==> config.mk <==
export PLATFORM = sky130hd
export DESIGN_NAME = seg7_scan_counter
export DESIGN_NICKNAME = d
export VERILOG_FILES = /design/src/rtl/seg7_pkg.sv /design/src/rtl/seg7_scan_timer.sv /design/src/rtl/seg7_scan_counter.sv
export SDC_FILE = /design/constraint.sdc
export NUM_CORES = 1
export LEC_CHECK = 0
export CELL_PAD_IN_SITES_DETAIL_PLACEMENT = 0
export CELL_PAD_IN_SITES_GLOBAL_PLACEMENT = 1
export CORE_MARGIN = 4
export CORE_UTILIZATION = 42
export CTS_CLUSTER_SIZE = 12
export DETAILED_ROUTE_END_ITERATION = 16
export GPL_TIMING_DRIVEN = 0
export MAX_ROUTING_LAYER = met4
export PLACE_DENSITY_LB_ADDON = 0.1
export SLEW_MARGIN = 20
export SYNTH_ARGS = -nofsm -noshare
export SYNTH_HDL_FRONTEND = slang
export SYNTH_HIERARCHICAL = 1
export SYNTH_SLANG_ARGS = --single-unit
==> constraint.sdc <==
create_clock -name i_clk -period 4.6 [get_ports i_clk]
set_clock_uncertainty 0.2 [all_clocks]
set_input_delay 0.69 -clock i_clk [delete_from_list [all_inputs] [get_ports i_clk]]
set_output_delay 0.69 -clock i_clk [all_outputs]
set_load 0.01 [all_outputs]
==> src/rtl/seg7_pkg.sv <==
`default_nettype none
// ============================================================================
// Module      : seg7_pkg
// Description : Shared constants and helpers for the 7-segment display
//               engine. Holds the active-low glyph table for the 16 nibble
//               values, the all-segments-off pattern and a lookup function.
//               Segment bit order is {g,f,e,d,c,b,a}; a 0 lights a segment.
// Revision    : 1.0 - initial release
// ============================================================================
package seg7_pkg;

    // All segments off (active-low).
    localparam logic [6:0] SEG_BLANK = 7'h7F;

    // Active-low glyphs for 0-9, A, b, C, d, E, F.
    localparam logic [6:0] c_glyph [16] = '{
        7'h40,  // 0
        7'h79,  // 1
        7'h24,  // 2
        7'h30,  // 3
        7'h19,  // 4
        7'h12,  // 5
        7'h02,  // 6
        7'h78,  // 7
        7'h00,  // 8
        7'h10,  // 9
        7'h08,  // A
        7'h03,  // b
        7'h46,  // C
        7'h21,  // d
        7'h06,  // E
        7'h0E   // F
    };

    // Returns the active-low segment pattern for one nibble.
    function automatic logic [6:0] seg7_glyph(input logic [3:0] nibble);
        return c_glyph[nibble];
    endfunction

endpackage : seg7_pkg
`default_nettype wire

==> src/rtl/seg7_scan_timer.sv <==
`default_nettype none
// ============================================================================
// Module      : seg7_scan_timer
// Description : Digit-multiplex scan timer. A cycle counter runs
//               0..SCAN_DIV-1; each wrap advances the slot index through
//               0..N_DIGITS-1. The blank flag is set while the counter is
//               below BLANK_CYCLES (anti-ghosting window at slot start).
//
//               The outputs are look-ahead values: they describe the state
//               the timer will hold after the coming clock edge. The parent
//               registers its display outputs from them, so its registered
//               o_sel / segment outputs line up exactly with the timer state.
//
// Ports       : i_clk    in   system clock
//               i_rst    in   asynchronous active-low reset
//               o_slot   out  slot index for the next cycle
//               o_blank  out  blanking flag for the next cycle
// Revision    : 1.0 - initial release
// ============================================================================
module seg7_scan_timer #(
    parameter  int SCAN_DIV     = 50000,
    parameter  int BLANK_CYCLES = 16,
    parameter  int N_DIGITS     = 4,
    localparam int SLOT_W       = (N_DIGITS > 1) ? $clog2(N_DIGITS) : 1
) (
    input  logic              i_clk,
    input  logic              i_rst,
    output logic [SLOT_W-1:0] o_slot,
    output logic              o_blank
);

    localparam int                CNT_W       = $clog2(SCAN_DIV);
    localparam logic [CNT_W-1:0]  c_cnt_last  = CNT_W'(SCAN_DIV - 1);
    localparam logic [CNT_W-1:0]  c_blank_end = CNT_W'(BLANK_CYCLES);
    localparam logic [SLOT_W-1:0] c_slot_last = SLOT_W'(N_DIGITS - 1);

    logic [CNT_W-1:0]  r_count;
    logic [CNT_W-1:0]  w_count_next;
    logic [SLOT_W-1:0] r_slot;
    logic [SLOT_W-1:0] w_slot_next;

    always_comb begin
        w_count_next = r_count + CNT_W'(1);
        w_slot_next  = r_slot;
        if (r_count == c_cnt_last) begin
            w_count_next = '0;
            w_slot_next  = (r_slot == c_slot_last) ? '0 : r_slot + SLOT_W'(1);
        end
    end

    always_ff @(posedge i_clk or negedge i_rst) begin
        if (!i_rst) begin
            r_count <= '0;
            r_slot  <= '0;
        end else begin
            r_count <= w_count_next;
            r_slot  <= w_slot_next;
        end
    end

    assign o_slot  = w_slot_next;
    assign o_blank = (w_count_next < c_blank_end);

endmodule : seg7_scan_timer
`default_nettype wire

==> src/rtl/seg7_scan_counter.sv <==
`default_nettype none
// ============================================================================
// Module      : seg7_scan_counter
// Description : N-digit BCD/hex up/down counter with a multiplexed 7-segment
//               display driver. Debounced button pulses increment or
//               decrement individual digit positions with ripple carry and
//               borrow; the value is scanned one digit at a time onto a
//               shared active-low segment bus with a blanking window at the
//               start of each slot and optional leading-zero suppression.
//
// Ports       : i_clk           in   system clock
//               i_rst           in   asynchronous active-low reset
//               i_inc           in   per-digit increment pulses
//               i_dec           in   per-digit decrement pulses
//               i_clear         in   clear-to-zero pulse
//               i_load          in   load pulse
//               i_load_value    in   packed digits to load (digit 0 in [3:0])
//               o_value         out  current packed value
//               o_overflow      out  pulse on increment wrap past maximum
//               o_underflow     out  pulse on decrement wrap below zero
//               o_digitalTube   out  segments {g,f,e,d,c,b,a}, active-low
//               o_sel           out  one-hot active-low digit enables
// Revision    : 1.0 - initial release
// ============================================================================
module seg7_scan_counter
    import seg7_pkg::*;
#(
    parameter int N_DIGITS      = 4,      // 1..8
    parameter int RADIX         = 10,     // 10 or 16
    parameter int SCAN_DIV      = 50000,  // >= 2
    parameter int BLANK_CYCLES  = 16,     // < SCAN_DIV
    parameter int BLANK_LEADING = 0
) (
    input  logic                  i_clk,
    input  logic                  i_rst,
    input  logic [N_DIGITS-1:0]   i_inc,
    input  logic [N_DIGITS-1:0]   i_dec,
    input  logic                  i_clear,
    input  logic                  i_load,
    input  logic [4*N_DIGITS-1:0] i_load_value,
    output logic [4*N_DIGITS-1:0] o_value,
    output logic                  o_overflow,
    output logic                  o_underflow,
    output logic [6:0]            o_digitalTube,
    output logic [N_DIGITS-1:0]   o_sel
);

    localparam int         SLOT_W      = (N_DIGITS > 1) ? $clog2(N_DIGITS) : 1;
    localparam logic [3:0] c_digit_max = 4'(RADIX - 1);

    // ------------------------------------------------------------------------
    // Counter datapath
    // ------------------------------------------------------------------------
    logic [4*N_DIGITS-1:0] r_value;
    logic [4*N_DIGITS-1:0] w_value_next;
    logic                  r_overflow;
    logic                  r_underflow;
    logic [N_DIGITS-1:0]   w_inc_sel;
    logic [N_DIGITS-1:0]   w_dec_sel;
    logic [N_DIGITS-1:0]   w_suppress;
    logic                  w_carry_out;
    logic                  w_borrow_out;
    logic                  w_do_inc;
    logic                  w_do_dec;

    // Isolate the lowest asserted bit (two's-complement trick).
    assign w_inc_sel = i_inc & (-i_inc);
    assign w_dec_sel = i_dec & (-i_dec);

    // Only one command per cycle: clear > load > inc > dec.
    assign w_do_inc = !i_clear && !i_load && (|i_inc);
    assign w_do_dec = !i_clear && !i_load && !(|i_inc) && (|i_dec);

    for (genvar j = 0; j < N_DIGITS; j++) begin : g_digit
        logic [3:0] w_cur;
        logic [3:0] w_load;
        logic [3:0] w_next;
        logic       w_cin;
        logic       w_bin;
        logic       w_zero_above;

        assign w_cur  = r_value[4*j +: 4];
        assign w_load = (i_load_value[4*j +: 4] > c_digit_max) ? c_digit_max
                                                               : i_load_value[4*j +: 4];

        // Digit j steps when the selected index k <= j and every digit in
        // k..j-1 is at its wrap value (carry) or at zero (borrow).
        always_comb begin
            w_cin = 1'b0;
            w_bin = 1'b0;
            for (int k = 0; k <= j; k++) begin
                w_cin = w_cin | w_inc_sel[k];
                w_bin = w_bin | w_dec_sel[k];
                if (k < j) begin
                    w_cin = w_cin & (r_value[4*k +: 4] == c_digit_max);
                    w_bin = w_bin & (r_value[4*k +: 4] == 4'd0);
                end
            end
        end

        always_comb begin
            w_next = w_cur;
            if (i_clear) begin
                w_next = '0;
            end else if (i_load) begin
                w_next = w_load;
            end else if (|i_inc) begin
                if (w_cin) begin
                    w_next = (w_cur == c_digit_max) ? 4'd0 : w_cur + 4'd1;
                end
            end else if (|i_dec) begin
                if (w_bin) begin
                    w_next = (w_cur == 4'd0) ? c_digit_max : w_cur - 4'd1;
                end
            end
        end

        assign w_value_next[4*j +: 4] = w_next;

        // Suppression looks at the value being registered this edge so the
        // blanking decision matches the digit shown alongside it.
        always_comb begin
            w_zero_above = 1'b1;
            for (int k = j; k < N_DIGITS; k++) begin
                w_zero_above = w_zero_above & (w_value_next[4*k +: 4] == 4'd0);
            end
        end

        assign w_suppress[j] = (BLANK_LEADING != 0) && (j != 0) && w_zero_above;

        if (j == N_DIGITS - 1) begin : g_top_digit
            assign w_carry_out  = w_cin && (w_cur == c_digit_max);
            assign w_borrow_out = w_bin && (w_cur == 4'd0);
        end
    end

    always_ff @(posedge i_clk or negedge i_rst) begin
        if (!i_rst) begin
            r_value     <= '0;
            r_overflow  <= 1'b0;
            r_underflow <= 1'b0;
        end else begin
            r_value     <= w_value_next;
            r_overflow  <= w_do_inc && w_carry_out;
            r_underflow <= w_do_dec && w_borrow_out;
        end
    end

    // ------------------------------------------------------------------------
    // Display scan
    // ------------------------------------------------------------------------
    logic [SLOT_W-1:0]   w_slot_next;
    logic                w_blank_next;
    logic [3:0]          w_digit_shown;
    logic                w_suppress_shown;
    logic [N_DIGITS-1:0] w_sel_next;
    logic [6:0]          w_tube_next;
    logic [N_DIGITS-1:0] r_sel;
    logic [6:0]          r_tube;

    seg7_scan_timer #(
        .SCAN_DIV     (SCAN_DIV),
        .BLANK_CYCLES (BLANK_CYCLES),
        .N_DIGITS     (N_DIGITS)
    ) u_scan_timer (
        .i_clk   (i_clk),
        .i_rst   (i_rst),
        .o_slot  (w_slot_next),
        .o_blank (w_blank_next)
    );

    always_comb begin
        w_digit_shown    = 4'd0;
        w_suppress_shown = 1'b0;
        for (int j = 0; j < N_DIGITS; j++) begin
            if (w_slot_next == SLOT_W'(j)) begin
                w_digit_shown    = w_value_next[4*j +: 4];
                w_suppress_shown = w_suppress[j];
            end
        end
        w_sel_next  = ~(N_DIGITS'(1) << w_slot_next);
        w_tube_next = (w_blank_next || w_suppress_shown) ? SEG_BLANK
                                                         : seg7_glyph(w_digit_shown);
    end

    // Select and segments share one register stage so they always switch
    // together.
    always_ff @(posedge i_clk or negedge i_rst) begin
        if (!i_rst) begin
            r_sel  <= ~N_DIGITS'(1);
            r_tube <= SEG_BLANK;
        end else begin
            r_sel  <= w_sel_next;
            r_tube <= w_tube_next;
        end
    end

    assign o_value       = r_value;
    assign o_overflow    = r_overflow;
    assign o_underflow   = r_underflow;
    assign o_sel         = r_sel;
    assign o_digitalTube = r_tube;

endmodule : seg7_scan_counter
`default_nettype wire

==> results of run 1 <==
[layer usage]
| layer | vias up | GRT usage |
|---|---|---|
| li1 | 1723 | - |
| met1 | 1752 | 0.325 |
| met2 | 111 | 0.315 |
| met3 | 12 | 0.0311 |
| met4 | 0 | 0.0528 |
| met5 | - | - |
[worst min-delay path by stage]
stage | depth (start not counted) | from | slack [ps] | to
finish | 1 | i_rst | 110 | o_value[1]
global route | 1 | i_rst | 130 | o_value[1]
CTS | 1 | i_rst | 120 | o_value[1]
detailed placement | 1 | u_scan_timer/r_count[0] | 260 | u_scan_timer/r_count[0]
global placement | 1 | u_scan_timer/r_count[0] | 250 | u_scan_timer/r_count[0]
floorplan | 0 | i_rst | 190 | o_overflow
[power by group through the flow]
stage	clock network (mW)	logic, mW	registers, mW
6_report	0.300	0.282	0.458
5_1_grt	0.318	0.308	0.461
4_1_cts	0.307	0.280	0.458
3_5_place_dp	0	0.279	0.465
3_3_place_gp	0	0.274	0.465
2_1_floorplan	0	0.154	0.469
[logic make-up (layout without fill, tap and decap cells)]
logic type	count (synthesis)	count (layout)	synth area share
AOI/OAI and AO/OA	104	104	0.211
muxes	13	13	0.0358
buffers and inverters	51	114	0.0676
DFF	47	47	0.315
and+or+nand+nor	178	178	0.268
adders and majority gates	17	17	0.0563
xor gates and xnor gates	20	20	0.0464
[per-stage QoR]
stage                     hold WS (ps)  TNS (ps)
after floorplan                    194         0
after global placement             252      -127
after detailed placement           258      -191
after CTS                          121         0
after global routing               135         0
final                              111         0
[area by class of cell]
class	count	area, um2	area share
timing repair buffer	55	556	0.121
multi-input combinational	332	2340	0.510
sequential	47	1190	0.259
inverter	29	109	0.0237
clock buffer	7	108	0.0235
buffer	22	146	0.0319
tap	108	135	0.0295
clock inverter	1	5.00	0.00109
[timing repair]
item | in CTS | in global routing
resized for setup | 0 | 1
endpoints found under the hold margin | 0 | 0
hold buffers | 0 | 0
setup endpoints to repair | 0 | 3
[state kept, by name, indices dropped and copies added, names as in the netlist]
name,flops
o_digitalTube,7
o_overflow,1
o_sel,4
o_underflow,1
o_value,16
u_scan_timer/r_count,16
u_scan_timer/r_slot,2
[Yosys cell counts, types with 4 or more instances]
cell and number:
a211o_1 4, a211oi_1 4, a21oi_1 12, a31oi_1 12, and2_1 4, and3_1 8
buf_2 5, buf_6 4, clkbuf_1 10, dfrtp_1 37, dfstp_2 10, ha_1 17
inv_1 28, mux2_2 4, mux2i_1 9, nand2_1 31, nand3_1 13, nand4_1 4
nor2_1 46, nor2b_1 4, nor3_1 17, nor3b_1 4, nor4_1 8, o211ai_1 6
o21ai_0 17, o22ai_1 5, o31ai_1 4, xnor2_1 8, xor2_1 12
==> run_results.csv, run 1 <==
group,metric,value,unit
run_status,status,"finished, final reports clean",
routing,drt_iter0_drc,232,
job,cap_violations,0,
layout,stdcell_count,601,
worst_setup_path,critPathLaunchType,"input port",
place,place_ws,-108,ps
pwr,combPwrFrac,0.272,
logic_synthesis,synth.distinct_cells,86,
clock_network,cts-root-buf,"clkbuf_8",
worst_setup_path,endpoint_kind,"register",
layout,final_area,4580,um2
logic_synthesis,syn_area,3780,um2
clock_network,insertion_delay,300,ps
layout,drive_gt1_frac,0.122,
place,place_area,4470,um2
logic_synthesis,synth_top_area_frac,0.245,
logic_synthesis,ys_seq_elements,47,
worst_setup_path,critPathBufInv,3,
floorplan,die_y,103,um
worst_setup_path,crit_family,"compound AO/OA/AOI/OAI gates",
layout,area_delta_synth_final,21.4,%
sta,hold_violations,0,
global_routing,antenna_found_initial,0,
floorplan,rows,34,
layout,n_fill_cell,825,
worst_setup_path,crit_start,"i_inc[1]",
sta,rsz0062_at_grt,"no",
worst_setup_path,max_stage_delay,500,ps
global_routing,grt_usage,0.219,
layout,layout_common_cells,"clkdlybuf4s50_1 (53), nor2_1 (46), dfrtp_1 (37)",
worst_setup_path,critPathMaxFanout,10,
floorplan,core_area,8720,um2
sta,worstMarginPinSlew,761,ps
sta,relSlewSlack,0.487,
routing,wirelength,11100,um
clock_network,cts_tree,"done",
logic_synthesis,avgSynthCellArea,8.78,um2
routing,wire_per_inst,18.4,um
floorplan,die_w,103,um
sta,setup_slack,339,ps
routing,postRouteAntennaNets,0,
pwr,p_clk_frac,0.288,
floorplan,dieArea,10600,um2
routing,vias,3598,
pwr,leakage,1.91,nW
routing,met1Wirelength,5540,um
pwr,pwr-share-seq,0.440,
logic_synthesis,async_flop_share,1.00,
sta,finalCriticalPeriod,4260,ps
place,dpl.cell_count,593,
pwr,p_int,720,uW
pwr,peakVddDrop,155,uV
global_routing,grt-ovfl-total,0,
worst_setup_path,worstSetupEndpoint,"o_digitalTube[4]",
place,place.detailed.hpwl,8320,um
routing,routed_via_density,5.99,
clock_network,htreeDepth,2,
worst_setup_path,crit_type,"input port to register",
logic_synthesis,synth_top_area_cell,"dfrtp_1",
routing,top_layer_used,"met4",
logic_synthesis,synth_flop_cell,"dfrtp_1",
worst_setup_path,crit_required,4620,ps
routing,dr_wl_met3,557,um
clock_network,path_clk_slew,90,ps
layout,finalNetCount,537,
logic_synthesis,synth_edf_count,0,
worst_setup_path,r2r_cells,13,
worst_setup_path,r2r-start,"o_value[5]",
worst_setup_path,cp.arrival,4280,ps
worst_setup_path,crit_slowest_cell,"clkdlybuf4s50_1",
sta,setup_viol,0,
layout,post-route-util,0.526,
logic_synthesis,ys_warn_count,6,
place,port-buffer-count,54,
layout,antenna-diode-count,0,
clock_network,post-cts-setup-buffers,0,
sta,max_freq,0.235,GHz
pwr,switchingPower,320,uW
worst_setup_path,path_cells,"clkdlybuf4s50_1 -> nor4_2 -> clkbuf_1 -> nand2_1 -> o211ai_1 -> a21oi_1 -> a31oi_1 -> mux2i_1 -> a2bb2oi_1 -> inv_1 -> ha_1 -> mux2_2 -> o21ai_0",
worst_hold_path,hold_path_class,"input port to asynchronous set/reset pin",
pwr,swShare,0.308,
sta,fin_crit_sh,0.926,
clock_network,cts.sinks,47,
sta,maxSlewViolCount,0,
clock_network,clock_path_buffers,2,
logic_synthesis,synth_nets,475,
worst_setup_path,r2r-end,"o_digitalTube[4]",
routing,wl_met2,4840,um
floorplan,ios,57,
routing,dr.pass1.iters,5,
logic_synthesis,seq_area_frac_synth,0.315,
worst_setup_path,ff2ff_setup_slack,490,ps
place,gp_congestion,0.847,
pwr,totalPowerFinal,1.04,mW
global_routing,grt_pass1_wl,17800,um
logic_synthesis,synth.top_cells.by_area,"dfrtp_1 (25%), dfstp_2 (7.0%), ha_1 (5.6%)",
clock_network,cts-buffers-inserted,5,
worst_setup_path,path_depth,13,
logic_synthesis,synth_cells,430,
routing,drc_errors,0,
pwr,p_per_area,227,nW/um2
floorplan,initial_utilization,0.433,
global_routing,grt_pass1_vias,3441,
global_routing,grt_max_degree,33,
layout,final_common_cell,"clkdlybuf4s50_1",
No activity file was read; power rests on OpenSTA's default activity.
==> run 2, diff against run 1 <==
--- a/config.mk
+++ b/config.mk
@@ -12,6 +12,7 @@
 export CTS_CLUSTER_SIZE = 12
 export DETAILED_ROUTE_END_ITERATION = 16
 export GPL_TIMING_DRIVEN = 0
+export HOLD_SLACK_MARGIN = 0.15
 export MAX_ROUTING_LAYER = met4
 export PLACE_DENSITY_LB_ADDON = 0.1
 export SLEW_MARGIN = 20
==> run 2 against run 1 <==
Against the previous run:
- via count shrank 0.78%
- first-iteration DRC count grew 2.2%
- die area is the same
- non-clock buffer count grew 1
- hold slack gained 160 ps
- power grew 0.10%
- register-to-register slack is essentially flat
- maximum frequency grew 0.12%
- global-route usage is essentially flat
- utilization grew 0.11 points
- sequential share of layout area shrank 0.056 points
- worst setup slack gained 5.0 ps
- largest power group unchanged
==> run_results.csv, run 2 (synthesis results as in run 1) <==
group,metric,value,unit
run_status,status,"finished, final reports clean",
place,place_area,4470,um2
pwr,p_int,720,uW
worst_hold_path,worstHoldStart,"u_scan_timer/r_count[0]",
place,gp_congestion,0.847,
sta,maxSlewViolCount,0,
routing,routed_via_density,5.93,
layout,final_area,4590,um2
global_routing,grt-ovfl-total,0,
pwr,totalPowerFinal,1.04,mW
sta,setup_viol,0,
worst_hold_path,hold_path_depth,1,
global_routing,grt_max_degree,33,
routing,vias,3570,
worst_setup_path,r2r_cells,13,
worst_hold_path,whs_endpoint,"u_scan_timer/r_count[0]",
worst_setup_path,critPathLaunchType,"input port",
global_routing,grt_pass1_vias,3450,
place,port-buffer-count,54,
layout,finalNetCount,538,
worst_setup_path,critPathMaxFanout,10,
clock_network,path_clk_slew,90,ps
sta,max_freq,0.235,GHz
pwr,pwr-share-seq,0.440,
floorplan,dieArea,10600,um2
layout,drive_gt1_frac,0.121,
worst_setup_path,ff2ff_setup_slack,490,ps
sta,worstMarginPinSlew,753,ps
layout,area_delta_synth_final,21.7,%
layout,layout_common_cells,"clkdlybuf4s50_1 (53), nor2_1 (46), dfrtp_1 (37)",
clock_network,insertion_delay,300,ps
routing,dr.pass1.iters,4,
floorplan,die_y,103,um
global_routing,grt_usage,0.219,
routing,postRouteAntennaNets,0,
clock_network,htreeDepth,2,
floorplan,die_w,103,um
layout,multi_input_area,2340,um2
pwr,p_per_area,227,nW/um2
routing,drc_errors,0,
job,cap_violations,0,
floorplan,initial_utilization,0.433,
pwr,combPwrFrac,0.272,
worst_setup_path,endpoint_kind,"register",
worst_setup_path,crit_type,"input port to register",
routing,drt_iter0_drc,237,
worst_hold_path,hold_path_class,"register to register",
layout,n_fill_cell,824,
pwr,switchingPower,321,uW
routing,wirelength,11100,um
floorplan,rows,34,
sta,finalCriticalPeriod,4260,ps
global_routing,antenna_found_initial,0,
worst_setup_path,r2r-start,"o_value[4]",
worst_setup_path,r2r-end,"o_digitalTube[4]",
floorplan,core_area,8720,um2
clock_network,clock_path_buffers,2,
layout,final_common_cell,"clkdlybuf4s50_1",
sta,relSlewSlack,0.493,
pwr,swShare,0.308,
routing,wire_per_inst,18.4,um
pwr,p_clk_frac,0.288,
worst_setup_path,cp.arrival,4280,ps
global_routing,grt_pass1_wl,17800,um
pwr,peakVddDrop,156,uV
clock_network,cts-buffers-inserted,5,
pwr,leakage,1.91,nW
floorplan,ios,57,
sta,rsz0062_at_grt,"no",
clock_network,cts_tree,"done",
sta,fin_crit_sh,0.925,
sta,hold_violations,0,
place,place.detailed.hpwl,8320,um
clock_network,cts.sinks,47,
layout,regArea,1190,um2
worst_setup_path,crit_required,4620,ps
sta,tns,0,ps
clock_network,cts-root-buf,"clkbuf_8",
layout,antenna-diode-count,0,
run 2: how the worst max path moves through the flow:
stage | start | slack, ps | depth (start not counted) | end
global placement | i_inc[0] | -70 | 15 | o_digitalTube[3]
CTS | i_inc[0] | 190 | 15 | o_digitalTube[3]
finish | i_inc[1] | 340 | 13 | o_digitalTube[4]
detailed placement | i_inc[0] | -110 | 15 | o_digitalTube[3]
global route | i_inc[1] | 60 | 13 | o_digitalTube[4]
floorplan | i_inc[0] | 920 | 12 | o_digitalTube[0]
run 2: repair_timing:
item                       in CTS  in global routing
resized for setup               0                  1
hold endpoints to repair       13                  0
hold buffers                    1                  0
setup endpoints to repair       0                  3
setup buffers                   0                  0
run 2: worst max-delay path, cell delays in order:
cell	delay (ps)
clkdlybuf4s50_1	500
nor4_2	410
clkbuf_1	430
nand2_1	100
o211ai_1	200
a21oi_1	90
a31oi_1	390
mux2i_1	140
a2bb2oi_1	500
inv_1	180
ha_1	240
mux2_2	250
o21ai_0	150
run 2: power by group through the flow:
stage | Clock, mW | Sequential [mW] | Combinational (mW)
2_1_floorplan | 0 | 0.469 | 0.154
3_3_place_gp | 0 | 0.465 | 0.274
3_5_place_dp | 0 | 0.465 | 0.279
4_1_cts | 0.307 | 0.458 | 0.281
5_1_grt | 0.318 | 0.461 | 0.309
6_report | 0.300 | 0.458 | 0.283
run 2: layout make-up:
type	count	share of cell area
multi-input combinational	332	0.509
inverter	29	0.0237
timing repair buffer	56	0.123
sequential	47	0.259
buffer	22	0.0319
clock inverter	1	0.00109
clock buffer	7	0.0234
tap	108	0.0294
run 2: through the flow:
step | util | worst slack (ps) | hold slack (ps) | instances
after floorplan | - | 921 | 194 | 430
after global placement | 0.510 | -66.5 | 252 | 592
after detailed placement | 0.512 | -108 | 258 | 593
after CTS | 0.526 | 192 | 271 | 602
after global routing | 0.527 | 57.7 | 302 | 602
final | 0.527 | 344 | 267 | 602
run 2: routing by layer:
layer	GRT usage	wire, um	vias up	share of wire
met4	0.0528	130	0	0.012
met1	0.325	5580	1734	0.50
met3	0.0304	543	10	0.049
met5	-	0	-	0
li1	-	-	1721	-
met2	0.316	4800	105	0.43
==> run 3, diff against run 2 <==
--- a/config.mk
+++ b/config.mk
@@ -8,7 +8,8 @@
 export CELL_PAD_IN_SITES_DETAIL_PLACEMENT = 0
 export CELL_PAD_IN_SITES_GLOBAL_PLACEMENT = 1
 export CORE_MARGIN = 4
-export CORE_UTILIZATION = 42
+export CORE_UTILIZATION = 38
+export CTS_CLUSTER_DIAMETER = 100
 export CTS_CLUSTER_SIZE = 12
 export DETAILED_ROUTE_END_ITERATION = 16
 export GPL_TIMING_DRIVEN = 0
==> constraint.sdc (replaced) <==
create_clock -name i_clk -period 3.9 [get_ports i_clk]
set_clock_uncertainty 0.2 [all_clocks]
set_input_delay 0.585 -clock i_clk [delete_from_list [all_inputs] [get_ports i_clk]]
set_output_delay 0.585 -clock i_clk [all_outputs]
set_load 0.01 [all_outputs]
==> run 3 against run 2 <==
Against the previous run:
- via count up 2.6%
- first-iteration DRC count up 1.7%
- cell count up 5.1%
- non-clock buffer count up 6
- worst setup slack worse by 230 ps
- power up 28%
- register-to-register slack worse by 270 ps
- final area up 4.9%
- combinational power up 25%
- sequential power up 18%
==> run_results.csv, run 3 (synthesis results as in run 1) <==
group,metric,value,unit
floorplan,rows,36,
layout,final_area,4820,um2
layout,finalNetCount,544,
sta,relSlewSlack,0.475,
worst_hold_path,hold_path_class,"register to register",
pwr,swShare,0.300,
routing,drc_errors,0,
clock_network,clock_path_buffers,2,
worst_setup_path,crit_type,"input port to register",
routing,dr.pass1.iters,5,
worst_hold_path,hold_path_depth,1,
pwr,leakage,1.98,nW
layout,final_common_cell,"clkdlybuf4s50_1",
run_status,status,"finished, final reports clean",
pwr,combPwrFrac,0.265,
sta,finalCriticalPeriod,3790,ps
clock_network,cts.sinks,47,
global_routing,antenna_found_initial,0,
clock_network,cts-buffers-inserted,5,
worst_setup_path,endpoint_kind,"register",
worst_setup_path,critPathLaunchType,"input port",
sta,setup_viol,0,
routing,postRouteAntennaNets,0,
pwr,peakVddDrop,211,uV
routing,routed_via_density,5.79,
global_routing,grt_pass1_vias,3382,
layout,drive_gt1_frac,0.180,
pwr,p_int,935,uW
sta,maxSlewViolCount,0,
layout,post-route-util,0.495,
job,cap_violations,0,
clock_network,path_clk_slew,100,ps
sta,fin_crit_sh,0.971,
routing,drt_iter0_drc,241,
pwr,totalPowerFinal,1.34,mW
routing,vias,3663,
global_routing,grt_max_degree,33,
worst_setup_path,cp.arrival,3800,ps
place,place.detailed.hpwl,8570,um
place,place_area,4500,um2
place,port-buffer-count,54,
clock_network,cts_tree,"done",
layout,layout_common_cells,"clkdlybuf4s50_1 (53), nor2_1 (45), dfrtp_1 (37)",
sta,max_freq,0.264,GHz
floorplan,initial_utilization,0.388,
floorplan,core_area,9730,um2
place,gp_congestion,0.893,
worst_setup_path,r2r_cells,12,
floorplan,die_w,108,um
clock_network,htreeDepth,2,
global_routing,grt_pass1_wl,18200,um
worst_setup_path,ff2ff_setup_slack,220,ps
routing,wire_per_inst,18.4,um
worst_setup_path,r2r-end,"o_digitalTube[0]",
worst_setup_path,r2r-start,"o_value[8]",
worst_hold_path,worstHoldStart,"u_scan_timer/r_count[0]",
worst_hold_path,whs_endpoint,"u_scan_timer/r_count[0]",
sta,rsz0062_at_grt,"yes",
floorplan,ios,57,
global_routing,grt-ovfl-total,0,
clock_network,insertion_delay,310,ps
pwr,p_clk_frac,0.330,
layout,antenna-diode-count,0,
layout,n_fill_cell,975,
sta,hold_violations,0,
pwr,pwr-share-seq,0.405,
worst_setup_path,crit_required,3910,ps
pwr,switchingPower,400,uW
floorplan,die_y,108,um
worst_setup_path,critPathMaxFanout,10,
layout,area_delta_synth_final,27.6,%
routing,wirelength,11600,um
clock_network,cts-root-buf,"clkbuf_8",
floorplan,dieArea,11600,um2
global_routing,grt_usage,0.203,
sta,worstMarginPinSlew,778,ps
pwr,p_per_area,277,nW/um2
==> run 3: cell type report <==
cell class,instances,area [um2],share of cell area
sequential,47,1190,0.247
tap,133,166,0.0345
inverter,29,113,0.0234
timing repair buffer,62,611,0.127
clock buffer,6,72.6,0.0151
multi-input combinational,332,2450,0.509
clock inverter,2,60.1,0.0125
buffer,22,153,0.0317
==> run 3: worst max-delay path by stage <==
stage,start,to,slack (ps),cells after the start
floorplan,i_inc[0],o_digitalTube[0],330,12
CTS,i_inc[1],o_digitalTube[0],7,11
detailed placement,i_inc[0],o_digitalTube[0],-710,13
global placement,i_inc[0],o_digitalTube[3],-680,15
global route,o_value[4],o_digitalTube[4],-80,13
finish,i_inc[0],o_digitalTube[0],110,13
==> run 3: metal layers <==
layer,wire [um],GRT usage,vias to the layer above
met5,0,-,-
met4,148,0.0514,0
met3,628,0.0228,17
met2,5270,0.305,143
met1,5580,0.294,1775
li1,-,-,1728
==> run 3: repair_timing <==
| action | CTS | global route |
|---|---|---|
| hold buffers | 1 | 0 |
| endpoints found under the setup margin | 7 | 7 |
| pin swaps | 0 | 7 |
| resized for setup | 7 | 28 |
| hold endpoints to repair | 14 | 0 |
| setup buffers | 0 | 6 |
==> run 3: metrics by stage <==
| stage | setup slack, ps | setup TNS (ps) | hold WS (ps) | cells |
|---|---|---|---|---|
| 6_report | 115 | 0 | 296 | 633 |
| 5_1_grt | -80.7 | -189 | 335 | 633 |
| 4_1_cts | 7.20 | 0 | 300 | 627 |
| 3_5_place_dp | -711 | -4420 | 288 | 618 |
| 3_3_place_gp | -679 | -4120 | 251 | 617 |
| 2_1_floorplan | 326 | 0 | 89.4 | 430 |
==> run 3: worst max-delay path, cell delays in order <==
cell and delay (ps):
clkdlybuf4s50_1 450, buf_6 170, or4_1 530, buf_4 210, nor3_2 220, o21ai_0 170, a41oi_2 270, o22ai_1 130
a2bb2oi_2 220, inv_1 130, ha_2 220, and4b_2 240, a311oi_2 260
==> run 3: power groups by stage <==
| stage | combinational [mW] | sequential (mW) | clock, mW |
|---|---|---|---|
| 3_5_place_dp | 0.330 | 0.549 | 0 |
| 3_3_place_gp | 0.325 | 0.549 | 0 |
| 5_1_grt | 0.385 | 0.544 | 0.466 |
| 2_1_floorplan | 0.181 | 0.553 | 0 |
| 4_1_cts | 0.336 | 0.540 | 0.445 |
| 6_report | 0.354 | 0.541 | 0.440 |
